--- config.mk ---
export PLATFORM = sky130hd
export DESIGN_NAME = tpc_program_loader
export DESIGN_NICKNAME = d
export VERILOG_FILES = /design/src/rtl/tpc_program_loader.sv
export SDC_FILE = /design/constraint.sdc
export NUM_CORES = 1
export LEC_CHECK = 0
export BUFFER_PORTS_ARGS = -buffer_cell sky130_fd_sc_hd__clkbuf_2
export CAP_MARGIN = 20
export CORE_MARGIN = 8
export CORE_UTILIZATION = 59
export CTS_BUF_LIST = sky130_fd_sc_hd__clkbuf_4 sky130_fd_sc_hd__clkbuf_8
export CTS_CLUSTER_SIZE = 24
export DETAILED_ROUTE_END_ITERATION = 10
export GPL_TIMING_DRIVEN = 0
export PLACE_DENSITY = 0.83
export SLEW_MARGIN = 5
export SYNTH_ARGS = -nofsm -noshare
export SYNTH_HDL_FRONTEND = slang
export SYNTH_SLANG_ARGS = --single-unit
--- constraint.sdc ---
create_clock -name clk -period 10.9 [get_ports clk]
set_input_delay 1.635 -clock clk [delete_from_list [all_inputs] [get_ports clk]]
set_output_delay 1.635 -clock clk [all_outputs]
set_load 0.02 [all_outputs]
--- src/rtl/tpc_program_loader.sv ---
// Job-level front end for one TPC: buffers an instruction stream, writes it into TPC instruction
// memory over noc_rx, optionally starts the TPC and reports completion, error or timeout.
module tpc_program_loader #(
  parameter int unsigned SRAM_WIDTH  = 256,
  parameter int unsigned SRAM_ADDR_W = 20,
  parameter int unsigned INSTR_W     = 128,
  parameter int unsigned LEN_W       = 12,
  parameter int unsigned FIFO_DEPTH  = 4,
  parameter int unsigned TIMEOUT_W   = 16
) (
  input  logic                   clk,
  input  logic                   rst_n,
  input  logic                   job_valid,
  output logic                   job_ready,
  input  logic [SRAM_ADDR_W-1:0] job_base_pc,
  input  logic [LEN_W-1:0]       job_len,
  input  logic                   job_run,
  input  logic [TIMEOUT_W-1:0]   timeout_limit,
  input  logic [INSTR_W-1:0]     instr_data,
  input  logic                   instr_valid,
  output logic                   instr_ready,
  output logic [SRAM_WIDTH-1:0]  noc_rx_data,
  output logic [SRAM_ADDR_W-1:0] noc_rx_addr,
  output logic                   noc_rx_valid,
  input  logic                   noc_rx_ready,
  output logic                   noc_rx_is_instr,
  output logic                   tpc_start,
  output logic [SRAM_ADDR_W-1:0] tpc_start_pc,
  input  logic                   tpc_busy,
  input  logic                   tpc_done,
  input  logic                   tpc_error,
  output logic                   busy,
  output logic                   job_done,
  output logic [1:0]             job_status
);

  localparam int unsigned PTR_W = $clog2(FIFO_DEPTH);

  typedef enum logic [2:0] {StIdle, StLoad, StStart, StWait, StReport} state_e;

  state_e                 state_q;
  logic [SRAM_ADDR_W-1:0] base_pc_q;
  logic [LEN_W-1:0]       len_q;
  logic [LEN_W-1:0]       acc_cnt_q;
  logic [LEN_W-1:0]       wr_cnt_q;
  logic                   run_q;
  logic [TIMEOUT_W-1:0]   limit_q;
  logic [TIMEOUT_W-1:0]   tmo_cnt_q;
  logic                   seen_busy_q;

  logic [INSTR_W-1:0]     fifo_mem [FIFO_DEPTH];
  logic [PTR_W-1:0]       rd_ptr_q;
  logic [PTR_W-1:0]       wr_ptr_q;
  logic [PTR_W:0]         count_q;

  logic fifo_full;
  logic fifo_empty;
  logic push;
  logic pop;
  logic qual;
  logic last_write;
  logic tmo_hit;

  always_comb begin
    fifo_full       = (count_q == (PTR_W + 1)'(FIFO_DEPTH));
    fifo_empty      = (count_q == '0);
    instr_ready     = (state_q == StLoad) && !fifo_full && (acc_cnt_q < len_q);
    push            = instr_valid && instr_ready;
    noc_rx_valid    = (state_q == StLoad) && !fifo_empty;
    noc_rx_is_instr = noc_rx_valid;
    pop             = noc_rx_valid && noc_rx_ready;
    noc_rx_data     = {{(SRAM_WIDTH - INSTR_W){1'b0}}, fifo_mem[rd_ptr_q]};
    noc_rx_addr     = base_pc_q + SRAM_ADDR_W'(wr_cnt_q);
    busy            = (state_q != StIdle);
    tpc_start_pc    = base_pc_q;
    // Done/error only count once busy has been seen, so a stale done from the last job is ignored.
    qual            = seen_busy_q || tpc_busy;
    last_write      = pop && (wr_cnt_q == len_q - LEN_W'(1));
    tmo_hit         = (limit_q != '0) && (tmo_cnt_q == limit_q - TIMEOUT_W'(1));
  end

  always_ff @(posedge clk) begin
    if (push) begin
      fifo_mem[wr_ptr_q] <= instr_data;
    end
  end

  always_ff @(posedge clk or negedge rst_n) begin
    if (!rst_n) begin
      state_q     <= StIdle;
      base_pc_q   <= '0;
      len_q       <= '0;
      acc_cnt_q   <= '0;
      wr_cnt_q    <= '0;
      run_q       <= 1'b0;
      limit_q     <= '0;
      tmo_cnt_q   <= '0;
      seen_busy_q <= 1'b0;
      rd_ptr_q    <= '0;
      wr_ptr_q    <= '0;
      count_q     <= '0;
      job_ready   <= 1'b1;
      tpc_start   <= 1'b0;
      job_done    <= 1'b0;
      job_status  <= 2'b00;
    end else begin
      tpc_start <= 1'b0;
      job_done  <= 1'b0;

      if (push) begin
        wr_ptr_q  <= wr_ptr_q + PTR_W'(1);
        acc_cnt_q <= acc_cnt_q + LEN_W'(1);
      end
      if (pop) begin
        rd_ptr_q <= rd_ptr_q + PTR_W'(1);
        wr_cnt_q <= wr_cnt_q + LEN_W'(1);
      end
      unique case ({push, pop})
        2'b10:   count_q <= count_q + (PTR_W + 1)'(1);
        2'b01:   count_q <= count_q - (PTR_W + 1)'(1);
        default: count_q <= count_q;
      endcase

      unique case (state_q)
        StIdle: begin
          job_ready <= 1'b1;
          if (job_valid && job_ready) begin
            job_ready  <= 1'b0;
            base_pc_q  <= job_base_pc;
            len_q      <= job_len;
            run_q      <= job_run;
            limit_q    <= timeout_limit;
            acc_cnt_q  <= '0;
            wr_cnt_q   <= '0;
            job_status <= 2'b00;
            if (job_len != '0) begin
              state_q <= StLoad;
            end else if (job_run) begin
              state_q   <= StStart;
              tpc_start <= 1'b1;
            end else begin
              state_q <= StReport;
            end
          end
        end
        StLoad: begin
          if (last_write) begin
            if (run_q) begin
              state_q   <= StStart;
              tpc_start <= 1'b1;
            end else begin
              state_q <= StReport;
            end
          end
        end
        StStart: begin
          seen_busy_q <= 1'b0;
          tmo_cnt_q   <= '0;
          state_q     <= StWait;
        end
        StWait: begin
          seen_busy_q <= seen_busy_q || tpc_busy;
          tmo_cnt_q   <= tmo_cnt_q + TIMEOUT_W'(1);
          if (tpc_error && qual) begin
            job_status <= 2'b01;
            state_q    <= StReport;
          end else if (tpc_done && qual) begin
            job_status <= 2'b00;
            state_q    <= StReport;
          end else if (tmo_hit) begin
            job_status <= 2'b10;
            state_q    <= StReport;
          end
        end
        StReport: begin
          job_done <= 1'b1;
          state_q  <= StIdle;
        end
        default: state_q <= StIdle;
      endcase
    end
  end

endmodule

# --- Yosys cells after proc, flatten, opt, wreduce, memory -nomap -nowiden ---
# Memory sizes are Yosys's and may differ from the RTL's.
# Index checks and enable logic that the tools add are counted.
word_totals:
  reg_bits: 105
  latch_bits: 0
  ram_bits: 512
  mem_bits_ro: 0
  input_bits: 185
  out_inout_bits: 305
  memories: 1
classes:
  n_addsub: 10
  mul: 0
  div_mod_pow: 0
  n_lt_le_gt_ge: 1
  eq_ne: 12
  shifts: 0
  muxes: 33
  n_bitwise: 0
  n_reduce_logical: 24
mem_list:
  columns: ["memory", "words", "width", "read_ports", "rd_ports_with_merged_regs", "write_ports", "line", "rtl"]
  rows:
  - ["fifo_mem", 4, 128, 1, 0, 1, "51", "logic [INSTR_W-1:0] fifo_mem [FIFO_DEPTH];"]
ops:
  columns: ["op", "count"]
  rows:
  - ["12-bit 2-to-1 mux", 6]
  - ["16-bit case mux with 2 select lines", 1]
  - ["12-bit by 1-bit adder with 12-bit output (second input constant)", 2]
  - ["3-bit 2-to-1 mux", 8]
  - ["20-bit by 12-bit adder with 20-bit output", 1]
  - ["16-bit by 1-bit adder with 16-bit output (second input constant)", 1]
  - ["16-bit equality test", 1]
  - ["16-bit nonzero test", 1]
  - ["16-bit by 1-bit subtractor with 16-bit output (second input constant)", 1]
  - ["12-bit equality test", 1]
  - ["12-bit < comparator", 1]
  - ["3-bit case mux with 4 select lines", 1]
  - ["12-bit nonzero test", 1]
  - ["12-bit by 1-bit subtractor with 12-bit output (second input constant)", 1]
  - ["1-bit logical AND", 10]
  - ["1-bit 2-to-1 mux", 9]
  - ["2-bit 2-to-1 mux", 4]
  - ["3-bit by 2-bit equality test with 1-bit output (second input constant)", 2]
  - ["3-bit equality test (second input constant)", 2]
  - ["3-bit zero test", 2]
  - ["3-bit case mux with 2 select lines", 1]
  - ["3-bit AND reduction", 2]
  - ["2-bit nonzero test", 3]
  - ["2-bit by 1-bit adder with 2-bit output (second input constant)", 2]
  - ["13 further kinds", 16]

# --- Depth between registers and ports, before layout ---
# Gate-level depths: netlist of the first run.
logic_depth:
  word_depth: 8
  depth_mapped: 16

# --- Worst setup path after synthesis of the first run ---
# Ideal clock, no wire load.
synth_path:
  path_kind: "input to register"
  start: "in instr_valid"
  end: "mem fifo_mem[0][0] (enable)"
  arrival_time_ns: 5.313
  required_ns: 10.398
  path_slack_ns: 5.085
  cell_stages: 5
  path_buffers: 1
  path_cell_list: "nand3b_2 > a2111oi_4 > or2_1 > buf_6 > and2_1"
synth_via:
  elab_chain_len: 3
synth_rtl:
  columns: ["element", "line", "rtl"]
  rows:
  - ["from (decl)", "20", "input logic instr_valid,"]
  - ["1-bit logical AND", "68", "push = instr_valid && instr_ready;"]
  - ["1-bit 2-to-1 mux", "83", "if (push) begin"]
  - ["1-bit 2-to-1 mux (implied by the code)", "84", "fifo_mem[wr_ptr_q] <= instr_data;"]
  - ["to (decl)", "51", null]
# No other way between the ends.

# --- Final worst setup path of the first run ---
layout_path:
  start: "reg wr_cnt_q[0]"
  end: "out noc_rx_addr[14]"
layout_via:
  elab_chain_len: 1
layout_rtl:
  columns: ["element", "line", "rtl"]
  rows:
  - ["from (decl)", "45", "logic [LEN_W-1:0] wr_cnt_q;"]
  - ["from (signal assigned)", "116", "wr_cnt_q <= wr_cnt_q + LEN_W'(1);"]
  - ["20-bit by 12-bit adder with 20-bit output", "73", "noc_rx_addr = base_pc_q + SRAM_ADDR_W'(wr_cnt_q);"]
  - ["to (decl)", "23", "output logic [SRAM_ADDR_W-1:0] noc_rx_addr,"]
# No other way between the ends.

==> impl_metrics.tcl, run 1 <==
set metrics [dict create \
    status "finished clean" \
    arrival_ps 3700 \
    wl_per_cell_um 21.6 \
    vias 15600 \
    cts.reportedPaths.clkPinSlew_ps 60 \
    synthArstFlopShare_pct 17.0 \
    rsz0062_at_grt "false" \
    met1_usage_pct 27.6 \
    start_kind "flip-flop" \
    syn_area_per_cell_um2 16.4 \
    holdPathEnd "acc_cnt_q[11]" \
    initial_core_util_pct 59.3 \
    crit_required_ps 9270 \
    post_cts_buffers 0 \
    worst_ir_drop_vdd_v 0.000179 \
    synth_ff_type "edfxtp_1" \
    timing.rr.start "state_q[1]" \
    fin_crit_ps 5340 \
    hp-class "flip-flop to flip-flop" \
    cp_max_fo 6 \
    hpwl_mm 44.2 \
    min_from "acc_cnt_q[11]" \
    busiest_layer "met2" \
    tns_ps 0 \
    core_um2 43800 \
    synth.most_common_cell "edfxtp_1" \
    r2r_end "fifo_mem[2][66]" \
    clockBufferDepth 3 \
    synth_area_um2 26000 \
    path_class "flip-flop to output pin" \
    viasPerCell 5.47 \
    grt.total_usage_pct 23.6 \
    gp_congestion 0.924 \
    whs_ps 491 \
    cts.sinks 617 \
    synth_edf_count 512 \
    drive_above_1_share_pct 35.2 \
    cts_tree "built" \
    yosysWarnings 0 \
    clk_latency_ps 670 \
    synth_top_area_share_pct 59.1 \
    die_w_um 226 \
    fmax_ghz 0.187 \
    seq_area_frac_synth_pct 69.2 \
    end_kind "output pin" \
    design_area_um2 31200 \
    reg2reg_depth 9 \
    dieArea_um2 51100 \
    drcViolationCount 0 \
    io_pins 490 \
    cts_resized 0 \
    antenna_found_initial 8 \
    placed_area_um2 29300 \
    ys_types 68 \
    area_growth_pct 20.1 \
    die_h_um 226 \
    wl_mm 61.8 \
    grt_max_degree 106 \
    ys_seq_elements 617 \
    setup_viol 0 \
    port_buffers 361 \
    drv_slew 0 \
    met2_usage_pct 41.4 \
    grt_pass1_wl_mm 91.5 \
    rrSetupSlack_ps 7140 \
    cts_root_buf "clkbuf_8" \
    drtIter0Drc 1257 \
    postSynthCellCount 1585 \
    netlist_top_cells_count "edfxtp_1 (512), nand2_1 (169), buf_4 (130)" \
    grt_overflow 0 \
    nets 2399 \
    synth_top_area_cell "edfxtp_1" \
    powerDensity_nw_per_um2 272 \
    worst_slew_pin_slew_ps 1070 \
    worst_clock_skew_ps 23.5 \
    whs_path_depth 1 \
    fp-row-count 77 \
    p_leak_uw 0.0125 \
    ant_nets 0 \
    utilization_pct 71.3 \
    hold_viol_final 0 \
    holdBufCountCts 0 \
    grt_util_met3_pct 6.25 \
    numCtsBuffers 96 \
    finalCritPeriodShare_pct 48.9 \
    synth.area.top_cells "edfxtp_1 (59%), mux4_2 (11%), dfrtp_1 (10%)" \
    grt_pass1_vias 16200 \
    dr.pass1.iters 5 \
    max_slew_margin_pct 28.4 \
    cts_max_level 3 \
    max-cap-violations 0 \
]
==> cells by family (layout without fill, tap and decap cells) <==
| kind of cell | count (synthesis) | count (layout) | synth area share [%] |
|---|---|---|---|
| simple gates | 354 | 354 | 6.41 |
| mux | 139 | 139 | 11.5 |
| xor+xnor | 64 | 64 | 2.15 |
| other cells | 1 | 134 | 0.0144 |
| buf+inv | 226 | 773 | 5.17 |
| compound gates | 149 | 149 | 3.79 |
| fa+ha+maj | 35 | 35 | 1.74 |
| flops | 617 | 617 | 69.2 |
==> worst max path at each step <==
stage	start	end	cells after the start
floorplan	instr_valid	fifo_mem[0][0]	5
global placement	instr_valid	fifo_mem[2][61]	6
detailed placement	wr_cnt_q[0]	noc_rx_addr[14]	12
CTS	wr_cnt_q[0]	noc_rx_addr[14]	12
global route	wr_cnt_q[0]	noc_rx_addr[14]	12
finish	wr_cnt_q[0]	noc_rx_addr[14]	12
==> area by class of cell <==
cell class / count / area, um2
Antenna cell: 6 / 15.0
Multi-Input combinational cell: 869 / 7150
Clock buffer: 127 / 1590
Sequential cell: 617 / 18000
Timing Repair Buffer: 369 / 2040
Buffer: 190 / 1210
Tap cell: 592 / 741
Inverter: 36 / 135
Clock inverter: 51 / 354
Fill cell: 2668 / 12600
==> registers in the layout, indices dropped and copies added, names as in the netlist <==
signal,cells
rd_ptr_q,2
count_q,3
job_done,1
tpc_start_pc,20
fifo_mem,512
tpc_start,1
job_status,2
acc_cnt_q,12
seen_busy_q,1
run_q,1
wr_cnt_q,12
len_q,12
job_ready,1
state_q,3
limit_q,16
wr_ptr_q,2
tmo_cnt_q,16
==> where the power goes <==
group          total [uW]  switching (uW)  leakage, uW  internal [uW]
Clock                1940             868      0.00103           1070
Sequential           3370             236      0.00600           3130
Combinational        3200            1990      0.00543           1210
Total                8510            3100       0.0125           5410
==> critical path: stages, from the launching register on <==
cell and delay, ps:
dfrtp_1 480, ha_1 230, inv_1 60, fa_1 400, nor2b_1 130, o21ai_1 80, a21boi_0 320, o211ai_1 210
a211oi_1 250, o31ai_1 180, a21oi_1 310, xor2_1 200, clkbuf_2 200
==> placed cells by master (no fill, tap or decap), drive strengths merged, types with 44 or more instances in the layout <==
cell type / count
mux4: 128
edfxtp: 512
buf: 160
nor2: 52
conb: 128
clkinv: 44
nand2: 169
dfrtp: 104
o21ai: 55
clkbuf: 526
==> metal layers <==
layer / vias up / part of all wire [%]
met3: 119 / 8.4
met4: 8 / 2.8
li1: 7029 / -
met1: 7814 / 36
met2: 667 / 52
met5: - / 0.083
==> through the flow <==
stage	cells	power [uW]	setup slack, ps
2_1_floorplan	1712	5560	5080
3_3_place_gp	2665	6560	2680
3_5_place_dp	2673	6630	6270
4_1_cts	2851	8570	5490
5_1_grt	2855	8910	5250
6_report	2857	8510	5560
Power figures use the tool's default switching activity.
==> run 2, diff against run 1 <==
ABC_AREA = 1   (was default)
CORE_UTILIZATION = 58   (was 59)
PLACE_DENSITY = 0.82   (was 0.83)
clock period = 5.5 ns   (was 10.9 ns; I/O delays follow)
==> run 2 against run 1 <==
Against the previous run: clock skew grew 29 ps; area after synthesis grew 2.5%; register-to-register slack lost 5000 ps; synthesized cell count grew 46%; design area grew 2.8%; critical path type unchanged.
==> impl_metrics.tcl, run 2 <==
set metrics [dict create \
    max_slew_margin_pct 34.1 \
    nets 3142 \
    cpMaxStageDelayCell "clkbuf_1" \
    dieArea_um2 53100 \
    crit_required_ps 4680 \
    m1WireLength_mm 26.4 \
    area_growth_pct 20.4 \
    powerDensity_nw_per_um2 538 \
    clk_latency_ps 720 \
    numCtsBuffers 98 \
    cp_max_fo 10 \
    rrSetupSlack_ps 2140 \
    grt_pass1_vias 20100 \
    initial_core_util_pct 58.8 \
    viasPerCell 5.47 \
    grt.total_usage_pct 26.6 \
    cts_tree "built" \
    clockBufferDepth 3 \
    wl_per_cell_um 20.3 \
    drive_above_1_share_pct 24.4 \
    post_cts_buffers 0 \
    cts.reportedPaths.clkPinSlew_ps 60 \
    cts_resized 0 \
    port_buffers 360 \
    end_kind "output pin" \
    antenna_found_initial 15 \
    synth_xor_area_share_pct 1.94 \
    core_um2 45400 \
    rsz0062_at_grt "false" \
    crit_path_frequent_cell "clkbuf_1" \
    postSynthCellCount 2314 \
    worst_ir_drop_vdd_v 0.000519 \
    yosys.area_share.simple_pct 11.5 \
    io_pins 490 \
    cts_root_buf "clkbuf_8" \
    ys_seq_elements 617 \
    arrival_ps 3510 \
    fin_cells 3604 \
    placed_area_um2 30200 \
    yosysWarnings 0 \
    wl_mm 73.2 \
    worst_slew_pin_slew_ps 988 \
    fp-row-count 78 \
    largest_reg_flops 512 \
    netlist_top_cells_count "edfxtp_1 (512), nor2_1 (342), o21ai_0 (317)" \
    synth-compound-area-share_pct 10.5 \
    p_leak_uw 0.0131 \
    drcViolationCount 0 \
    yosys.area_share.adder_pct 1.70 \
    die_w_um 230 \
    gp_congestion 0.883 \
    setup_viol 0 \
    slowest_delay_ps 710 \
    final_common_cell "edfxtp_1" \
    place_inst 3422 \
    max-cap-violations 0 \
    grt_max_degree 106 \
    synth_top_family_by_area "simple AND/OR/NAND/NOR gates" \
    design_area_um2 32100 \
    synth_edf_count 512 \
    ys_types 51 \
    synthMuxAreaShare_pct 0 \
    cts.sinks 617 \
    synth_top_area_cell "edfxtp_1" \
    grt_overflow 0 \
    hpwl_mm 50.9 \
    largest-register "fifo_mem" \
    r2r_end "fifo_mem[0][58]" \
    hold_viol_final 0 \
    drv_slew 0 \
    cts_max_level 3 \
    cp_cell_sequence "buf_2, inv_1, clkbuf_1, clkbuf_1, o21ai_0, o22ai_1, clkbuf_2" \
    synth_area_um2 26700 \
    dr.pass1.iters 6 \
    dr_wl_met3_mm 7.72 \
    finalCritPeriodShare_pct 78.8 \
    synth.most_common_cell "edfxtp_1" \
    drtIter0Drc 1628 \
    path_class "flip-flop to output pin" \
    synth_ff_type "edfxtp_1" \
    start_kind "flip-flop" \
    die_h_um 230 \
    hp-class "input port to asynchronous set/reset pin" \
    synth_top_area_share_pct 57.6 \
    synthArstFlopShare_pct 17.0 \
    whs_ps 243 \
    holdBufCountCts 0 \
    timing.rr.start "len_q[7]" \
    synth.area.top_cells "edfxtp_1 (58%), dfrtp_1 (9.8%), o21ai_0 (5.9%)" \
    status "finished clean" \
    syn_area_per_cell_um2 11.5 \
    layout_common_cells "edfxtp_1 (512), clkbuf_2 (361), nor2_1 (338)" \
    vias 19700 \
    fin_crit_ps 4330 \
    top_layer "met5" \
    worst_clock_skew_ps 52.0 \
    fmax_ghz 0.231 \
    met2WireLength_mm 36.6 \
    grt_pass1_wl_mm 111 \
    reg2reg_depth 12 \
    seq_area_frac_synth_pct 67.5 \
    ant_nets 0 \
]
==> run 2: cell count changes in the layout (fill, tap and decap cells not counted), sizes merged, moves of 57 or more <==
cell    delta
clkbuf    +57
o21ai    +272
nor2     +301
mux4     -128
inv       +92
o22ai    +128
nand2    +113
==> run 2: critical path: cells and delay by family (launching register included) <==
kind                   cells  cell delay [ps]
AOI/OAI and AO/OA          2              440
buffers and inverters      5             1900
DFF                        1              450
==> run 2: logic make-up after synthesis <==
family	Yosys count
AND/OR/NAND/NOR	734
other	1
flip-flops	617
adder cells (fa/ha/maj)	35
XOR/XNOR	59
AO/OA/AOI/OAI	515
buffers and inverters	353
==> run 2: final cells by class <==
class	instances	area, um2
plain buffers	231	1380
multi-input cells	1471	7340
well taps	600	751
clock buffers	141	1690
flip-flops and latches	617	18000
fillers	3106	13300
inverters	122	458
repair buffers	381	2250
diodes	7	17.5
clock inverters	34	235
==> run 2: worst max path at each step <==
stage | to | start | slack, ps
6_report | noc_rx_data[42] | rd_ptr_q[0] | 1170
5_1_grt | noc_rx_data[113] | rd_ptr_q[0] | 950
4_1_cts | noc_rx_data[43] | rd_ptr_q[0] | 1050
3_5_place_dp | noc_rx_data[43] | rd_ptr_q[0] | 1830
3_3_place_gp | fifo_mem[3][80] | len_q[7] | -2670
2_1_floorplan | fifo_mem[0][0] | len_q[7] | 60
==> run 2: power by group <==
group	switching (uW)	internal (uW)
registers	369	5740
clock network	1820	2010
logic	5220	2120
total	7410	9860
==> run 2: metal layers <==
| layer | global-route usage (%) | vias up |
|---|---|---|
| met5 | 0 | - |
| met4 | 9.84 | 18 |
| met3 | 9.33 | 172 |
| met2 | 45.8 | 897 |
| met1 | 30.4 | 9486 |
| li1 | - | 9135 |
==> run 2: stage by stage <==
stage | total power [uW] | utilization [%] | setup TNS, ps | setup slack (ps)
6_report | 17300 | 70.8 | 0 | 1170
5_1_grt | 18200 | 70.8 | 0 | 951
4_1_cts | 17300 | 70.8 | 0 | 1050
3_5_place_dp | 13500 | 66.5 | 0 | 1830
3_3_place_gp | 13200 | 65.5 | -1322020 | -2670
2_1_floorplan | 10700 | - | 0 | 61.5
